===== src/rtl/uart_receiver.sv =====
// 8N1 UART receiver: recovers bytes from an oversampled serial line, delivers them with a one-cycle strobe.
// Latency: byte/error pulse one clk after the stop-bit centre sample; no backpressure, sample_en low freezes the FSM.
module uart_receiver #(
    parameter int OVERSAMPLE = 16
) (
    input  logic       clk,
    input  logic       rst_n,
    input  logic       din,
    input  logic       sample_en,
    output logic [7:0] rx_data,
    output logic       rx_status,
    output logic       rx_frame_err,
    output logic       rx_busy
);

    localparam int TW = $clog2(OVERSAMPLE);
    localparam logic [TW-1:0] TICK_MID = TW'(OVERSAMPLE / 2 - 1);
    localparam logic [TW-1:0] TICK_END = TW'(OVERSAMPLE - 1);

    typedef enum logic [2:0] {
        ST_IDLE,
        ST_START,
        ST_DATA,
        ST_STOP,
        ST_WAIT_IDLE
    } state_t;

    logic          sync1_q, sync1_d;
    logic          sync2_q, sync2_d;
    state_t        state_q, state_d;
    logic [TW-1:0] tick_q, tick_d;
    logic [2:0]    bit_idx_q, bit_idx_d;
    logic [7:0]    sh_q, sh_d;
    logic [7:0]    rx_data_q, rx_data_d;
    logic          rx_status_q, rx_status_d;
    logic          rx_frame_err_q, rx_frame_err_d;
    logic          rx_busy_q, rx_busy_d;
    logic          din_s;

    assign din_s = sync2_q;

    always_comb begin
        sync1_d        = din;
        sync2_d        = sync1_q;
        state_d        = state_q;
        tick_d         = tick_q;
        bit_idx_d      = bit_idx_q;
        sh_d           = sh_q;
        rx_data_d      = rx_data_q;
        // Pulses self-clear every clk, independent of sample_en.
        rx_status_d    = 1'b0;
        rx_frame_err_d = 1'b0;

        if (sample_en) begin
            case (state_q)
                ST_IDLE: begin
                    if (!din_s) begin
                        state_d = ST_START;
                        tick_d  = '0;
                    end
                end
                ST_START: begin
                    if (tick_q == TICK_MID) begin
                        tick_d    = '0;
                        bit_idx_d = '0;
                        state_d   = din_s ? ST_IDLE : ST_DATA;
                    end else begin
                        tick_d = tick_q + TW'(1);
                    end
                end
                ST_DATA: begin
                    if (tick_q == TICK_END) begin
                        tick_d    = '0;
                        sh_d      = {din_s, sh_q[7:1]};
                        bit_idx_d = bit_idx_q + 3'd1;
                        if (bit_idx_q == 3'd7) begin
                            state_d = ST_STOP;
                        end
                    end else begin
                        tick_d = tick_q + TW'(1);
                    end
                end
                ST_STOP: begin
                    if (tick_q == TICK_END) begin
                        tick_d = '0;
                        if (din_s) begin
                            rx_data_d   = sh_q;
                            rx_status_d = 1'b1;
                            state_d     = ST_IDLE;
                        end else begin
                            rx_frame_err_d = 1'b1;
                            state_d        = ST_WAIT_IDLE;
                        end
                    end else begin
                        tick_d = tick_q + TW'(1);
                    end
                end
                ST_WAIT_IDLE: begin
                    // Hold off until the line returns high so a break is not read as 0x00 bytes.
                    if (din_s) begin
                        state_d = ST_IDLE;
                        tick_d  = '0;
                    end
                end
                default: begin
                    state_d = ST_IDLE;
                    tick_d  = '0;
                end
            endcase
        end

        rx_busy_d = (state_d != ST_IDLE);
    end

    always_ff @(posedge clk or negedge rst_n) begin
        if (!rst_n) begin
            sync1_q        <= 1'b1;
            sync2_q        <= 1'b1;
            state_q        <= ST_IDLE;
            tick_q         <= '0;
            bit_idx_q      <= '0;
            sh_q           <= '0;
            rx_data_q      <= '0;
            rx_status_q    <= 1'b0;
            rx_frame_err_q <= 1'b0;
            rx_busy_q      <= 1'b0;
        end else begin
            sync1_q        <= sync1_d;
            sync2_q        <= sync2_d;
            state_q        <= state_d;
            tick_q         <= tick_d;
            bit_idx_q      <= bit_idx_d;
            sh_q           <= sh_d;
            rx_data_q      <= rx_data_d;
            rx_status_q    <= rx_status_d;
            rx_frame_err_q <= rx_frame_err_d;
            rx_busy_q      <= rx_busy_d;
        end
    end

    assign rx_data      = rx_data_q;
    assign rx_status    = rx_status_q;
    assign rx_frame_err = rx_frame_err_q;
    assign rx_busy      = rx_busy_q;

endmodule


===== config.mk =====
export PLATFORM = sky130hd
export DESIGN_NAME = uart_receiver
export DESIGN_NICKNAME = d
export VERILOG_FILES = /design/src/rtl/uart_receiver.sv
export SDC_FILE = /design/constraint.sdc
export NUM_CORES = 1
export LEC_CHECK = 0
export BUFFER_PORTS_ARGS = -buffer_cell sky130_fd_sc_hd__buf_2
export CAP_MARGIN = 20
export CORE_ASPECT_RATIO = 0.9
export CORE_UTILIZATION = 57
export DETAILED_ROUTE_END_ITERATION = 8
export PLACE_DENSITY_LB_ADDON = 0.3
export SLEW_MARGIN = 40
export SYNTH_ARGS = -nofsm -noshare
export SYNTH_HDL_FRONTEND = slang
export SYNTH_SLANG_ARGS = --single-unit

===== constraint.sdc =====
create_clock -name clk -period 2.1 [get_ports clk]
set_input_delay 0.105 -clock clk [delete_from_list [all_inputs] [get_ports clk]]
set_output_delay 0.105 -clock clk [all_outputs]
set_load 0.005 [all_outputs]

==> impl_metrics.csv <==
group,metric,value,unit
worst_hold_path,holdCritPathClass,"in2reg",
clock_tree,postCtsResizedCells,0,
outcome,status,"finished, final reports clean",
sta,setup_viol,0,
drt,wl_per_cell,15.2,um
worst_hold_path,min_to,"rx_status",
sta,period_share,0.904,
setup_path,reg2reg_depth,6,
drt,routed_wl,2460,um
yosys,syn_nets,122,
grt,grt_max_degree,32,
drt,drc_errors,0,
setup_path,r2r-start,"tick_q[0]",
setup_path,critPathCaptureType,"flop",
yosys,synth_seq_cells,31,
grt,grt_first_pass_wirelength,4200,um
sta,rsz0062_at_grt,"false",
yosys,synth.most_common_cell,"dfrtp_1",
setup_path,path_class,"reg2reg",
clock_tree,htreeDepth,2,
cells_and_area,area_growth,10.7,%
setup_path,cp-start-kind,"flop",
power,peakVddDrop,0.596,mV
place,io_buffers,14,
cells_and_area,drive_above_1_share,0.381,
yosys,ys_seq_area_frac,0.533,
sta,min_period,1900,ps
yosys,synth_common_cells,"29 x dfrtp_1, 11 x mux2_2, 7 x mux2_4, 7 x o21ai_0, 6 x nand2_1",
power,swShare,0.293,
grt,antenna_found_initial,0,
die,placementRows,17,
place,pre_cts_ws,269,ps
setup_path,r2r-end,"sh_q[7]",
power,switchingPower,0.394,mW
cells_and_area,stdcell_count,162,
flow_run,drv_cap,0,
die,die_area,0.00277,mm^2
place,dp_hpwl,1630,um
drt,routed_via_density,5.86,
yosys,yosysWarnings,0,
clock_tree,cts_buffers,5,
clock_tree,root_buffer,"clkbuf_4",
grt,grt_pass1_vias,919,
clock_tree,clock_path_buffers,2,
clock_tree,clk_pin_slew,100,ps
cells_and_area,nets,140,
drt,ant_nets,0,
worst_hold_path,worstHoldStart,"sample_en",
drt,drt_iter0_drc,17,
cells_and_area,diodes,0,
place,dp.cells,152,
power,p_leak,0.763,nW
clock_tree,insertion_delay,330,ps
yosys,synthCells,115,
sta,tightest_slew,668,ps
setup_path,cp.required,2310,ps
grt,grt-ovfl-total,0,
yosys,avgSynthCellArea,12.7,um^2
die,initial_core_util,0.597,
yosys,synthFlopType,"dfrtp_1",
setup_path,worstPathMaxFanout,11,
yosys,syn-cell-area,0.00146,mm^2
sta,finalSetupTns,0,ps
power,p_clk_frac,0.295,
power,power_density,832,mW/mm^2
sta,setup_slack,201,ps
yosys,synth_top_area_frac,0.497,
drt,drt-pass1-iter-count,4,
die,io_pins,15,
die,die_y,50.0,um
yosys,synth_area_leader_cell,"dfrtp_1",
die,fp.dieW,55.4,um
sta,drv_slew,0,
die,fp.coreArea,0.00245,mm^2
place,gp_congestion,0.872,
yosys,synth_area_leaders,"dfrtp_1 50%, mux2_2 8.5%, mux2_4 7.2%",
setup_path,arrival,2110,ps
clock_tree,cts_tree,"yes",
sta,final.setup_skew,12.4,ps
sta,maxSlewHeadroom,0.554,
power,intPower,0.951,mW
yosys,ys_async_sr_fraction,1.00,
sta,clock.fmax,0.527,GHz
grt,grtUsageTotal,0.202,
setup_path,rrSetupSlack,200,ps
yosys,synth-edff-count,0,
drt,num_vias,949,
power,power_frac_comb,0.167,
worst_hold_path,hold_depth,3,
clock_tree,cts.sinks,31,
power,fin_total_pwr,1.34,mW
sta,hold_viol_final,0,
power,sequentialPowerShare,0.538,
yosys,synth.distinct_cells,37,
[layer usage]
metal | vias up | wire, um | GRT usage | part of all wire
met4 | 0 | 12 | 0.0625 | 0.0049
met5 | - | 0 | 0 | 0
met2 | 23 | 1130 | 0.285 | 0.46
met1 | 472 | 1200 | 0.280 | 0.49
li1 | 452 | - | - | -
met3 | 2 | 121 | 0.0866 | 0.049
[worst max-delay path, cell delays in order (launching register included)]
cell     delay, ps
dfrtp_1        400
ha_1           300
and3_1         280
nand3_2        120
nor2_2         100
buf_4          230
mux2_2         350
[flip-flops by register name, summed over array words and instances, names as in the netlist]
signal	cells
rx_data	8
sh_q	8
tick_q	4
bit_idx_q	3
state_q	3
din_s	1
rx_busy	1
rx_frame_err	1
rx_status	1
sync1_q	1
[layout make-up]
type / instances / area (um^2)
Multi-Input combinational cell: 76 / 622
Tap cell: 28 / 35.0
Fill cell: 184 / 830
Timing Repair Buffer: 18 / 105
Clock inverter: 1 / 7.51
Inverter: 1 / 3.75
Sequential cell: 31 / 778
Clock buffer: 7 / 65.1
[per-stage QoR]
step	hold WS, ps	utilization	area (um^2)
finish	127	0.661	1620
global placement	159	0.623	1520
floorplan	-191	-	1460
detailed placement	180	0.623	1520
global route	135	0.661	1620
CTS	112	0.661	1620
[power by group through the flow]
stage                     Clock, mW  Sequential, mW  Combinational, mW
final                         0.397           0.724              0.224
after CTS                     0.406           0.723              0.226
after global placement            0           0.729              0.211
after detailed placement          0           0.735              0.222
after floorplan                   0           0.703              0.202
after global routing          0.435           0.733              0.251
[cells in the final DEF, fill, tap and decap left out, types with 2 or more instances in the layout]
master,synthesis,routed
a22o_1,4,4
a31oi_1,2,2
buf_2,3,14
buf_4,1,2
clkbuf_4,0,5
clkbuf_8,0,2
dfrtp_1,29,29
dfstp_2,2,2
dlygate4sd3_1,0,2
ha_1,3,3
mux2_2,11,11
mux2_4,7,7
nand2_1,6,6
nand2b_1,3,3
nand3_1,5,5
nand3_2,2,2
nor2_1,3,3
nor2b_1,2,2
o211ai_1,2,2
o21ai_0,7,7
xnor2_1,2,2
[what timing repair did]
action,in CTS,in global routing
buffers inserted,0,0
hold buffers,2,0
endpoints found under the hold margin,30,0
[how the worst max path moves through the flow]
stage                   start  endpoint  slack [ps]  cells after the start
floorplan           tick_q[0]   sh_q[0]         480                      6
global placement    tick_q[0]   sh_q[7]         330                      6
detailed placement  tick_q[0]   sh_q[7]         270                      6
CTS                 tick_q[0]   sh_q[7]         220                      6
global route        tick_q[0]   sh_q[7]         110                      6
finish              tick_q[0]   sh_q[7]         200                      6
[logic make-up after synthesis]
group / Yosys count / synth area share
buffers and inverters: 8 / 0.0411
AO/OA/AOI/OAI: 22 / 0.104
XOR/XNOR: 2 / 0.0120
flip-flops: 31 / 0.533
multiplexers: 18 / 0.157
AND/OR/NAND/NOR: 31 / 0.128
adder cells (fa/ha/maj): 3 / 0.0257
No activity file was read; power rests on OpenSTA's default activity.
